### src/rtl/adder_result_fifo.sv
// adder_result_fifo
//   Capture stage behind the registered WIDTH-bit adder. It samples the
//   (WIDTH+1)-bit sum whenever sum_valid is high. The sum is buffered in a
//   DEPTH-entry first-word-fall-through FIFO, and buffered results drain
//   through a valid/ready output. The stage also keeps a sticky overflow flag
//   and a saturating count of accepted sums that carried out (MSB set).
//
// Ports
//   clk          clock, all state updates on the rising edge
//   rst          asynchronous active-high reset
//   sum_in       adder result, WIDTH+1 bits
//   sum_valid    capture sum_in this cycle
//   out_data     head-of-FIFO entry (0 while empty)
//   out_valid    FIFO non-empty
//   out_ready    consumer accepts out_data this cycle
//   count        entries stored, 0..DEPTH
//   full, empty  count==DEPTH / count==0
//   overflow     sticky, a sum was dropped because the FIFO was full
//   carry_count  accepted sums with MSB set, saturating at 255
//   clear_stats  synchronous clear of overflow and carry_count
module adder_result_fifo #(
  parameter int WIDTH = 8,
  parameter int DEPTH = 4
) (
  input  logic                     clk,
  input  logic                     rst,
  input  logic [WIDTH:0]           sum_in,
  input  logic                     sum_valid,
  output logic [WIDTH:0]           out_data,
  output logic                     out_valid,
  input  logic                     out_ready,
  output logic [$clog2(DEPTH):0]   count,
  output logic                     full,
  output logic                     empty,
  output logic                     overflow,
  output logic [7:0]               carry_count,
  input  logic                     clear_stats
);

  localparam int AW = $clog2(DEPTH);
  localparam int CW = AW + 1;
  localparam int DW = WIDTH + 1;
  localparam logic [CW-1:0] FULL_CNT = CW'(DEPTH);
  localparam logic [7:0]    CARRY_MAX = 8'd255;

  logic [DW-1:0] mem_r [DEPTH];
  logic [AW-1:0] wr_ptr_r, rd_ptr_r;
  logic [CW-1:0] count_r;
  logic          full_r, empty_r, valid_r, overflow_r;
  logic [DW-1:0] data_r;
  logic [7:0]    carry_r;

  logic          push_s, pop_s, drop_s, counted_s;
  logic [AW-1:0] wr_ptr_nxt_s, rd_ptr_nxt_s;
  logic [CW-1:0] count_nxt_s;
  logic [DW-1:0] data_nxt_s;
  logic          overflow_nxt_s;
  logic [7:0]    carry_nxt_s;

  // Handshake decode, next pointer and count values, and the next registered head.
  always_comb begin
    pop_s     = valid_r & out_ready;
    // A full FIFO that is popping this cycle still has room for a push.
    push_s    = sum_valid & (~full_r | out_ready);
    drop_s    = sum_valid & full_r & ~out_ready;
    counted_s = push_s & sum_in[WIDTH];

    if (push_s) begin
      wr_ptr_nxt_s = wr_ptr_r + AW'(1);
    end else begin
      wr_ptr_nxt_s = wr_ptr_r;
    end

    if (pop_s) begin
      rd_ptr_nxt_s = rd_ptr_r + AW'(1);
    end else begin
      rd_ptr_nxt_s = rd_ptr_r;
    end

    case ({push_s, pop_s})
      2'b10:   count_nxt_s = count_r + CW'(1);
      2'b01:   count_nxt_s = count_r - CW'(1);
      default: count_nxt_s = count_r;
    endcase

    // The head slot may be the slot being written this cycle. That happens
    // when the FIFO is empty, or becomes empty, while a push lands.
    if (count_nxt_s == CW'(0)) begin
      data_nxt_s = '0;
    end else if (push_s && (wr_ptr_r == rd_ptr_nxt_s)) begin
      data_nxt_s = sum_in;
    end else begin
      data_nxt_s = mem_r[rd_ptr_nxt_s];
    end

    // A drop wins over a same-cycle clear.
    if (drop_s) begin
      overflow_nxt_s = 1'b1;
    end else if (clear_stats) begin
      overflow_nxt_s = 1'b0;
    end else begin
      overflow_nxt_s = overflow_r;
    end

    if (clear_stats) begin
      carry_nxt_s = counted_s ? 8'd1 : 8'd0;
    end else if (counted_s && (carry_r != CARRY_MAX)) begin
      carry_nxt_s = carry_r + 8'd1;
    end else begin
      carry_nxt_s = carry_r;
    end
  end

  // Storage array, intentionally left out of reset.
  always_ff @(posedge clk) begin
    if (push_s) begin
      mem_r[wr_ptr_r] <= sum_in;
    end
  end

  // Pointers, occupancy, registered outputs and statistics.
  always_ff @(posedge clk or posedge rst) begin
    if (rst) begin
      wr_ptr_r   <= '0;
      rd_ptr_r   <= '0;
      count_r    <= '0;
      full_r     <= 1'b0;
      empty_r    <= 1'b1;
      valid_r    <= 1'b0;
      data_r     <= '0;
      overflow_r <= 1'b0;
      carry_r    <= 8'd0;
    end else begin
      wr_ptr_r   <= wr_ptr_nxt_s;
      rd_ptr_r   <= rd_ptr_nxt_s;
      count_r    <= count_nxt_s;
      full_r     <= (count_nxt_s == FULL_CNT);
      empty_r    <= (count_nxt_s == CW'(0));
      valid_r    <= (count_nxt_s != CW'(0));
      data_r     <= data_nxt_s;
      overflow_r <= overflow_nxt_s;
      carry_r    <= carry_nxt_s;
    end
  end

  assign out_data    = data_r;
  assign out_valid   = valid_r;
  assign count       = count_r;
  assign full        = full_r;
  assign empty       = empty_r;
  assign overflow    = overflow_r;
  assign carry_count = carry_r;

endmodule

### config.mk
export PLATFORM = sky130hd
export DESIGN_NAME = adder_result_fifo
export DESIGN_NICKNAME = d
export VERILOG_FILES = /design/src/rtl/adder_result_fifo.sv
export SDC_FILE = /design/constraint.sdc
export NUM_CORES = 1
export LEC_CHECK = 0
export CORE_MARGIN = 5
export CORE_UTILIZATION = 58
export DETAILED_ROUTE_END_ITERATION = 7
export GPL_ROUTABILITY_DRIVEN = 0
export MAX_ROUTING_LAYER = met4
export PLACE_DENSITY = 0.89
export SETUP_SLACK_MARGIN = 0.4
export SLEW_MARGIN = 10
export SYNTH_ARGS = -nofsm -noshare
export SYNTH_HDL_FRONTEND = slang
export SYNTH_SLANG_ARGS = --single-unit
export TNS_END_PERCENT = 100
### constraint.sdc
create_clock -name clk -period 4.09 [get_ports clk]
set_clock_uncertainty 0.2 [all_clocks]
set_input_delay 0.409 -clock clk [delete_from_list [all_inputs] [get_ports clk]]
set_output_delay 0.409 -clock clk [all_outputs]
set_load 0.02 [all_outputs]
# Yosys cells after proc, flatten, opt, wreduce, memory -nomap -nowiden
# Memories as Yosys holds them, arrays and structs flattened.
# Index checks and enable logic that the tools add are counted.
# classes
muxes	11
eq_ne	5
reduce_logical	6
n_bitwise	8
addsub	5
# ops
cell	count
$mux W9	2
$mux W8	2
$add A8 B1 Y8 const B	1
$ne A8 B8 Y1 const B	1
$pmux W3 S2	1
$and A1 B1 Y1	5
$mux W1	5
$add A2 B1 Y2 const B	2
$reduce_bool A2 Y1	2
$add A3 B1 Y3 const B	1
$eq A3 B3 Y1 const B	1
$logic_not A3 Y1	1
$reduce_bool A3 Y1	1
$sub A3 B1 Y3 const B	1
$eq A2 B1 Y1 const B	1
$eq A2 B2 Y1	1
$eq A2 B2 Y1 const B	1
$logic_and A1 B1 Y1	2
$mux W2	1
$not A1 Y1	2
$or A1 B1 Y1	1
# totals
mem_count	1
wordCells	45
ram_bits	36
inputBits	14
out_inout_bits	24
regBits	28
# memory_table
name	depth	width	rd	rd_clocked_by_memory_dff	wr	line_no	text
mem_r	4	9	1	0	1	46	logic [DW-1:0] mem_r [DEPTH];

# Logic depth before layout (Yosys ltp)
# Gate-level depths: netlist of run 1.
# logic_depth
ltp_word	7
ltp_mapped	10

# Least setup slack after synthesis of run 1
# Ideal clock, no wire load.
# synth_path
kind	input-to-reg
startpoint	input port sum_valid
endpoint	register data_r[0], in the netlist out_data[0]
path_buffers	2
setup_ns	0.135
path_slack_ns	1.392
cell_stages	9
arrival_ns	2.363
path_cell_list	clkbuf_1 nand2_1 ha_1 fa_1 xnor2_1 o21a_1 nor3_1 buf_2 a211oi_2
# synth_between
elab_chain_cells	5
word_cells_on_any_way	8
classes_between	2 x eq/ne; 3 x mux; 1 x bitwise; 2 x reduce/logical
# synth_lines
item	line_no	text
start, declared	28	input logic sum_valid,
$and A1 B1 Y1 *	64	push_s = sum_valid & (~full_r | out_ready);
$eq A2 B1 Y1 / $eq A2 B2 Y1 (equally long branches)	80	case ({push_s, pop_s})
$pmux W3 S2	80	
$logic_not A3 Y1	88	if (count_nxt_s == CW'(0)) begin
$mux W9 *	88	
named net data_nxt_s[0]	56	logic [DW-1:0] data_nxt_s;
end signal, assigned	140	data_r <= data_nxt_s;
end, declared	50	logic [DW-1:0] data_r;
# Mark *: on every way through the listed nets, which the timed path passes. The rest lies on a longest branch.
# A chain may end at the register's enable or synchronous reset.

# Final worst setup path of run 1
# layout_path
startpoint	input port out_ready
endpoint	register data_r[0], in the netlist out_data[0]
# layout_between
elab_chain_cells	6
word_cells_on_any_way	13
classes_between	3 x eq/ne; 4 x mux; 3 x bitwise; 2 x reduce/logical; 1 x memory
# layout_lines
item	line_no	text
start, declared	31	input logic out_ready,
$or A1 B1 Y1 / $and A1 B1 Y1 (equally long branches)	64, 62	
$and A1 B1 Y1 / $mux W2 (equally long branches)	64, 74	
$eq A2 B1 Y1 (tied with other cells)	80	
$pmux W3 S2 / $logic_and A1 B1 Y1 (equally long branches)	80, 90	
$logic_not A3 Y1 / $mux W9 (equally long branches)	88, 90	
$mux W9 *	88	
named net data_nxt_s[0]	56	
# Marked as above.

==> results.yml, run 1 <==
critical_path:
  endpoint: "out_data[0]"
  reg2reg_from: "full"
  reg2reg_slack_ns: 1.35
  start_kind: "primary input"
  crit_start: "out_ready"
  cp_max_fo: 11
  r2r_end: "out_data[0]"
  cp.arrival_ns: 3.04
  critPathRequiredTime_ns: 4.08
  end_kind: "flop"
  rr_worst_depth: 9
  critical_path_class: "in2reg"
synth:
  synth_seq_cells: 64
  synth.distinct_cells: 46
  ys_warn_count: 0
  synthArstFlopShare_pct: 43.8
  syn_avg_cell_area_sq_um: 14.5
  netlist_instances: 195
  synth_edf_count: 36
  syn_area_sq_mm: 0.00284
  synthFlopType: "edfxtp_1"
  syn_nets: 216
  yosysSeqAreaShare_pct: 62.9
cells_and_area:
  finalNetCount: 255
  fin_area_sq_mm: 0.00341
  final_cell_mix: "37 x clkdlybuf4s50_1, 36 x edfxtp_1, 27 x dfrtp_1"
  antenna_cells: 0
  final_common_cell: "clkdlybuf4s50_1"
  postLayoutCoreUtil_pct: 72.2
  area_growth_pct: 20.3
  drive_above_1_share_pct: 17.6
  n_fill_cell: 305
  finalNonFillerCells: 306
global_route:
  grt_max_degree: 29
  antenna_found_initial: 0
  grt_pass1_wl_microns: 9580
  overflow: 0
  grt_usage_pct: 21.0
  grt_pass1_vias: 1852
place:
  place.port_buffers: 37
  hpwlAfterDp_microns: 3720
  place_inst: 290
  place_area_sq_mm: 0.00323
clock_tree:
  clkLatencyLatePin_ns: 0.34
  ctsHoldBuffers: 0
  htreeDepth: 3
  cts-root-buf: "clkbuf_8"
  clockBufferDepth: 2
  cts_setup_buffers: 0
  cts_tree: "yes"
  cts_resized: 0
  cts_sinks: 64
  clkTransAtPathRegs_ns: 0.07
  cts_buffers: 9
timing:
  min_period_ns: 3.04
  period_share_pct: 74.4
  hold_viol: 0
  rsz0062_at_grt: "no"
  worst_slew_pin_slew_ns: 0.917
  clock.fmax_mhz: 328
  tns_ns: 0
  report.final.setup_viol: 0
  slew_headroom_pct: 38.9
  slew_viol_final: 0
die:
  rows: 25
  initial_core_util_pct: 60.0
  ios: 38
  dieArea_sq_mm: 0.00639
  fp.coreArea_sq_mm: 0.00472
  die_width_microns: 79.9
  die_h_microns: 79.9
detailed_routing:
  drtIter0Drc: 217
  viasPerCell: 5.93
  drt_wl_total_microns: 5830
  drc: 0
  drtAntennaViolNets: 0
  via_count: 1815
  drtPass1Iterations: 4
  wl_per_cell_microns: 19.1
power_and_ir_drop:
  pwr_density_cell_mw_per_mm2: 747
  power_leakage_uw: 0.00124
  ir_drop_v: 0.000492
  power_uw: 2550
job:
  maxCapViolations: 0
status:
  status: "finished clean"
worst_hold_path:
  min_path_type: "in2async"
-- area by class of cell --
cell class | instances | area (sq um) | area share, %
clock inverters | 4 | 45.0 | 1.32
clock buffers | 12 | 135 | 3.96
multi-input cells | 112 | 953 | 27.9
inverters | 9 | 33.8 | 0.990
well taps | 67 | 83.8 | 2.46
flip-flops and latches | 64 | 1780 | 52.3
repair buffers | 38 | 378 | 11.1
-- cell usage after synthesis (3+ instances only) --
cell,instances,area [sq um]
a211oi_1,10,75.1
a211oi_2,9,113
a21oi_1,7,35.0
a222oi_1,9,90.1
and3_1,4,25.0
buf_6,3,33.8
clkbuf_1,3,11.3
dfrtp_1,27,676
edfxtp_1,36,1080
ha_1,6,75.1
inv_1,8,30.0
mux2_2,11,124
nand2_1,4,15.0
nand3_1,6,30.0
nor2_1,4,15.0
or3_1,3,18.8
xnor2_1,5,43.8
-- worst min-delay path by stage --
stage | startpoint | to | depth (start not counted)
after floorplan | rst | carry_count[0] | 1
after global placement | overflow | overflow | 1
after detailed placement | carry_count[6] | carry_count[6] | 1
after CTS | overflow | overflow | 1
after global routing | rst | out_data[1] | 2
final | rst | out_data[1] | 2
-- flip-flops by register name, indices dropped and copies added (netlist names), 2 cells and up --
name,cells
wr_ptr_r,2
mem_r,36
rd_ptr_r,2
count,3
carry_count,8
out_data,9
-- metal layers --
metal / vias up / routed length (microns) / share of wire (%) / GRT usage [%]
met1: 911 / 2410 / 41 / 26.8
met3: 7 / 335 / 5.7 / 3.61
li1: 853 / - / - / -
met4: 0 / 68 / 1.2 / 11.1
met5: - / 0 / 0 / -
met2: 44 / 3020 / 52 / 32.1
-- through the flow --
stage	hold WS [ns]	setup slack [ns]
3_5_place_dp	0.308	0.728
2_1_floorplan	0.274	1.39
6_report	0.268	1.05
5_1_grt	0.347	0.844
4_1_cts	0.328	1.05
3_3_place_gp	0.302	0.843
-- where the power goes --
group	leakage (uW)	switching, uW	internal [uW]	total [uW]
Combinational	0.000463	583	463	1050
Sequential	0.000680	127	871	998
Clock	0.0000941	227	279	506
-- critical path, cell delays in order --
cell             delay, ns
clkdlybuf4s50_1       0.56
nand2b_1              0.38
nand2_1               0.18
ha_1                  0.28
fa_1                  0.40
xnor2_1               0.16
o21a_1                0.20
nor3_2                0.16
buf_4                 0.24
a211oi_2              0.06
-- cell families (layout without fill, tap and decap cells) --
group | Yosys count | in the layout | synth area share, %
adders and majority gates | 7 | 7 | 3.35
and+or+nand+nor | 35 | 35 | 7.10
buffers and inverters | 19 | 63 | 3.66
DFF | 64 | 64 | 62.9
AOI/OAI and AO/OA | 52 | 52 | 16.2
muxes | 12 | 12 | 4.72
xor gates and xnor gates | 6 | 6 | 2.12
(Power assumes the default switching activity.)
==> run 2, diff against run 1 <==
CORE_UTILIZATION = 54   (was 58)
PLACE_DENSITY = 0.84   (was 0.89)
clock period = 3 ns   (was 4.09 ns; I/O delays follow)
==> run 2 against run 1 <==
Against the previous run: register-to-register slack got worse by 0.77 ns; combinational power is 47% higher; via count grew 3.6%; first-iteration DRC count shrank 27%; clock-buffer cell count down 2; global-route usage shrank 1.1 points; sequential cell count unchanged; non-clock buffer count up 8; utilization shrank 3.5 points; worst setup slack got worse by 0.55 ns; largest cell class unchanged; highest routed layer unchanged.
==> results.yml, run 2 (synthesis results as in run 1) <==
status:
  status: "finished clean"
global_route:
  grt_max_degree: 29
  antenna_found_initial: 0
  grt_pass1_vias: 1875
  grt_pass1_wl_microns: 9360
  overflow: 0
  grt_usage_pct: 19.9
clock_tree:
  clkTransAtPathRegs_ns: 0.07
  cts-root-buf: "clkbuf_8"
  cts_tree: "yes"
  clkLatencyLatePin_ns: 0.34
  clockBufferDepth: 2
  cts_buffers: 9
  cts_setup_buffers: 0
  cts_sinks: 64
  htreeDepth: 3
  ctsHoldBuffers: 0
  cts_resized: 0
critical_path:
  cp_max_fo: 11
  crit_buf_inv: 3
  critPathRequiredTime_ns: 2.99
  slowest_delay_ns: 0.42
  cp.arrival_ns: 2.50
  r2r_end: "out_data[1]"
  reg2reg_slack_ns: 0.58
  cp_num_cells: 10
  start_kind: "primary input"
  critical_path_class: "in2reg"
  end_kind: "flop"
  reg2reg_from: "out_valid"
  critical_path.cell_chain: "clkdlybuf4s50_1 > buf_4 > and2_4 > ha_2 > fa_1 > xnor2_1 > o21a_1 > nor3_4 > buf_12 > a211oi_2"
  cp_top_family: "buffers and inverters"
  slowest_stage: "clkdlybuf4s50_1"
  rr_worst_depth: 8
die:
  ios: 38
  fp.coreArea_sq_mm: 0.00511
  rows: 26
  dieArea_sq_mm: 0.00680
  die_h_microns: 82.5
  initial_core_util_pct: 55.5
  die_width_microns: 82.5
detailed_routing:
  drtPass1Iterations: 5
  drc: 0
  drtAntennaViolNets: 0
  drtIter0Drc: 159
  wl_per_cell_microns: 18.5
  via_count: 1881
  viasPerCell: 5.93
  drt_wl_total_microns: 5870
timing:
  period_share_pct: 83.6
  hold_viol: 0
  worst_slew_pin_slew_ns: 0.691
  slew_viol_final: 0
  min_period_ns: 2.51
  slew_headroom_pct: 53.9
  tns_ns: 0
  rsz0062_at_grt: "no"
  report.final.setup_viol: 0
  clock.fmax_mhz: 399
cells_and_area:
  largest-register: "mem_r"
  largest_reg_flops: 36
  drive_above_1_share_pct: 21.1
  final_cell_mix: "37 x clkdlybuf4s50_1, 36 x edfxtp_1, 27 x dfrtp_1"
  n_fill_cell: 353
  antenna_cells: 0
  fin_area_sq_mm: 0.00351
  final_common_cell: "clkdlybuf4s50_1"
  postLayoutCoreUtil_pct: 68.7
  finalNetCount: 263
  area_growth_pct: 23.8
place:
  hpwlAfterDp_microns: 3900
  place.port_buffers: 37
  place_area_sq_mm: 0.00331
power_and_ir_drop:
  p_int_uw: 2280
  seq_power_share_pct: 37.8
  power_leakage_uw: 0.00128
  pwr_density_cell_mw_per_mm2: 1030
  power_frac_comb_pct: 42.7
  p_clk_share_pct: 19.5
  p_sw_uw: 1320
  ir_drop_v: 0.000648
  switching_share_pct: 36.7
job:
  maxCapViolations: 0
worst_hold_path:
  min_path_type: "in2async"
-- run 2: area by class of cell --
class	instances	area, sq um	share of cell area (%)
Sequential cell	64	1780	50.8
Multi-Input combinational cell	112	967	27.6
Timing Repair Buffer	46	450	12.8
Clock buffer	10	128	3.64
Tap cell	70	87.6	2.50
Clock inverter	6	60.1	1.71
Inverter	9	33.8	0.963
-- run 2: how the worst max path moves through the flow --
stage,start,end,slack (ns)
5_1_grt,out_ready,out_data[1],0.39
3_3_place_gp,out_ready,out_data[4],0.19
2_1_floorplan,full,out_data[0],0.46
4_1_cts,out_ready,out_data[1],0.47
3_5_place_dp,out_ready,out_data[1],0.12
6_report,out_ready,out_data[1],0.49
-- run 2: per-stage QoR --
step           hold slack (ns)  worst slack (ns)  std cells  power (uW)
6_report                 0.141             0.492        317        3600
5_1_grt                  0.171             0.391        317        3800
4_1_cts                  0.151             0.470        317        3590
3_5_place_dp             0.285             0.123        301        2900
3_3_place_gp             0.281             0.189        301        2850
2_1_floorplan            0.165             0.457        195        2380
-- run 2: tightest hold or removal path, delay by kind of cell --
kind,cells,cell delay (ns)
buffers and inverters,3,0.78
-- run 2: power by group through the flow --
stage	clock network, uW	logic [uW]	registers [uW]
global placement	0	1470	1370
global route	761	1640	1390
floorplan	0	949	1430
finish	702	1540	1360
CTS	711	1520	1360
detailed placement	0	1520	1380
-- run 2: per-layer routing --
layer	vias up	wire, microns	share of wire (%)	GRT usage, %
li1	858	-	-	-
met1	953	2550	43	25.3
met2	57	2890	49	30.3
met3	13	304	5.2	5.53
met4	0	128	2.2	8.14
met5	-	0	0	-
==> run 3, diff against run 2 <==
CORE_UTILIZATION = 49   (was 54)
PLACE_DENSITY = 0.8   (was 0.84)
clock period = 2.2 ns   (was 3 ns; I/O delays follow)
==> run 3 against run 2 <==
Against the previous run: the run now ends with setup timing left; clock power up 34%; design area grew 11%; critical path depth shrank 1; combinational power increased by 68%; hold slack got worse by 0.075 ns; first-iteration DRC count up 21%; sequential power grew 35%; final cell count rose by 10%; worst setup slack worse by 0.52 ns; sequential share of layout area shrank 5.0 points; power is 49% higher; non-clock buffer count increased by 32.
==> results.yml, run 3 (synthesis results as in run 1) <==
status:
  status: "finished with violations"
  violations: "setup timing"
cells_and_area:
  area_growth_pct: 37.6
  postLayoutCoreUtil_pct: 70.0
  final_common_cell: "edfxtp_1"
  final_cell_mix: "36 x edfxtp_1, 34 x buf_4, 23 x dfrtp_1, 23 x clkdlybuf4s50_1"
  drive_above_1_share_pct: 37.8
  largest-register: "mem_r"
  antenna_cells: 0
  largest_reg_flops: 36
  finalNonFillerCells: 350
  finalNetCount: 295
power_and_ir_drop:
  power_frac_comb_pct: 48.2
  p_clk_share_pct: 17.6
  ir_drop_v: 0.000760
  p_sw_uw: 1950
  p_int_uw: 3400
  power_uw: 5350
  seq_power_share_pct: 34.2
  power_leakage_uw: 0.00157
  switching_share_pct: 36.5
  pwr_density_cell_mw_per_mm2: 1370
critical_path:
  cp_max_fo: 11
  start_kind: "flop"
  critPathRequiredTime_ns: 2.19
  end_kind: "flop"
  critical_path_class: "reg2reg"
  reg2reg_slack_ns: -0.03
  rr_worst_depth: 9
  cp.arrival_ns: 2.22
  r2r_end: "out_data[3]"
  reg2reg_from: "full"
timing:
  report.final.setup_viol: 11
  worst_slew_pin_slew_ns: 0.527
  min_period_ns: 2.23
  rsz0062_at_grt: "yes"
  slew_headroom_pct: 64.9
  clock.fmax_mhz: 449
  holdWs_ns: 0.0662
  period_share_pct: 101
  slew_viol_final: 0
  fin_ws_ns: -0.0264
  hold_viol: 0
job:
  maxCapViolations: 0
detailed_routing:
  via_count: 2057
  drc: 0
  drtAntennaViolNets: 0
  drt_wl_total_microns: 6840
  viasPerCell: 5.88
  drtPass1Iterations: 6
  wl_per_cell_microns: 19.5
  drtIter0Drc: 192
die:
  die_h_microns: 86.1
  dieArea_sq_mm: 0.00741
  fp.coreArea_sq_mm: 0.00557
  initial_core_util_pct: 50.9
  die_width_microns: 86.1
  rows: 27
  ios: 38
place:
  place.port_buffers: 37
  pre_cts_slack_ns: -0.414
  hpwlAfterDp_microns: 4100
  place_inst: 324
clock_tree:
  clockBufferDepth: 2
  clkTransAtPathRegs_ns: 0.07
  cts_buffers: 9
  cts_sinks: 64
  cts_tree: "yes"
  htreeDepth: 3
  cts-root-buf: "clkbuf_8"
  clkLatencyLatePin_ns: 0.33
global_route:
  grt_usage_pct: 18.8
  grt_max_degree: 29
  antenna_found_initial: 0
  overflow: 0
  grt_pass1_vias: 1985
  grt_pass1_wl_microns: 10300
worst_hold_path:
  min_path_type: "in2async"
==> run 3: cell count changes in the layout (fill, tap and decap cells not counted), moves of 5 or more <==
| cell | change |
|---|---|
| buf_6 | +5 |
| buf_4 | +26 |
| clkdlybuf4s50_1 | -14 |
| dlygate4sd2_1 | +9 |
| dlymetal6s2s_1 | +5 |
==> run 3: worst max-delay path by stage <==
stage                   start     endpoint  slack [ns]  cells past startpoint
CTS                      full  out_data[8]       -0.04                      9
finish                   full  out_data[3]       -0.03                      9
detailed placement  out_ready  out_data[8]       -0.41                     10
floorplan                full  out_data[0]       -0.12                     10
global placement    out_ready  out_data[6]       -0.37                      7
global route             full  out_data[6]       -0.12                      9
==> run 3: area by class of cell <==
type | count | area, sq um
clock buffer | 10 | 128
clock inverter | 5 | 48.8
fill | 379 | 1670
inverter | 9 | 33.8
multi-input combinational | 112 | 1100
sequential | 64 | 1790
tap | 72 | 90.1
timing repair buffer | 78 | 718
==> run 3: stage by stage <==
step	area [sq um]	TNS, ns
4_1_cts	3740	-0.300
5_1_grt	3900	-1.34
3_3_place_gp	3510	-3.88
2_1_floorplan	2890	-1.05
6_report	3900	-0.233
3_5_place_dp	3510	-4.59
==> run 3: what timing repair did <==
action / CTS / global route
setup buffers: 4 / 7
hold buffers: 0 / 0
pin swaps: 2 / 7
setup endpoints to repair: 22 / 23
gates cloned: 0 / 0
gates resized for setup: 16 / 25
==> run 3: power groups by stage <==
stage	clock network, uW	logic, uW	registers (uW)
3_3_place_gp	0	2280	1830
6_report	939	2580	1830
4_1_cts	955	2440	1820
2_1_floorplan	0	1350	1960
3_5_place_dp	0	2330	1840
5_1_grt	1000	2750	1870
==> run 3: worst max-delay path, cell delays in order, from the launching register on <==
cell and delay, ns:
dfrtp_2 0.42, nand2b_4 0.09, nand2_4 0.06, ha_4 0.17, fa_2 0.37, xnor2_2 0.16
o21a_1 0.22, nor3_4 0.17, buf_12 0.18, a211oi_2 0.04
==> run 3: layer usage <==
| metal | track usage (%) | up-vias | share of wire [%] |
|---|---|---|---|
| li1 | - | 929 | - |
| met1 | 22.7 | 1030 | 40 |
| met2 | 30.6 | 80 | 52 |
| met3 | 2.98 | 18 | 5.9 |
| met4 | 9.50 | 0 | 1.9 |
| met5 | - | - | 0 |
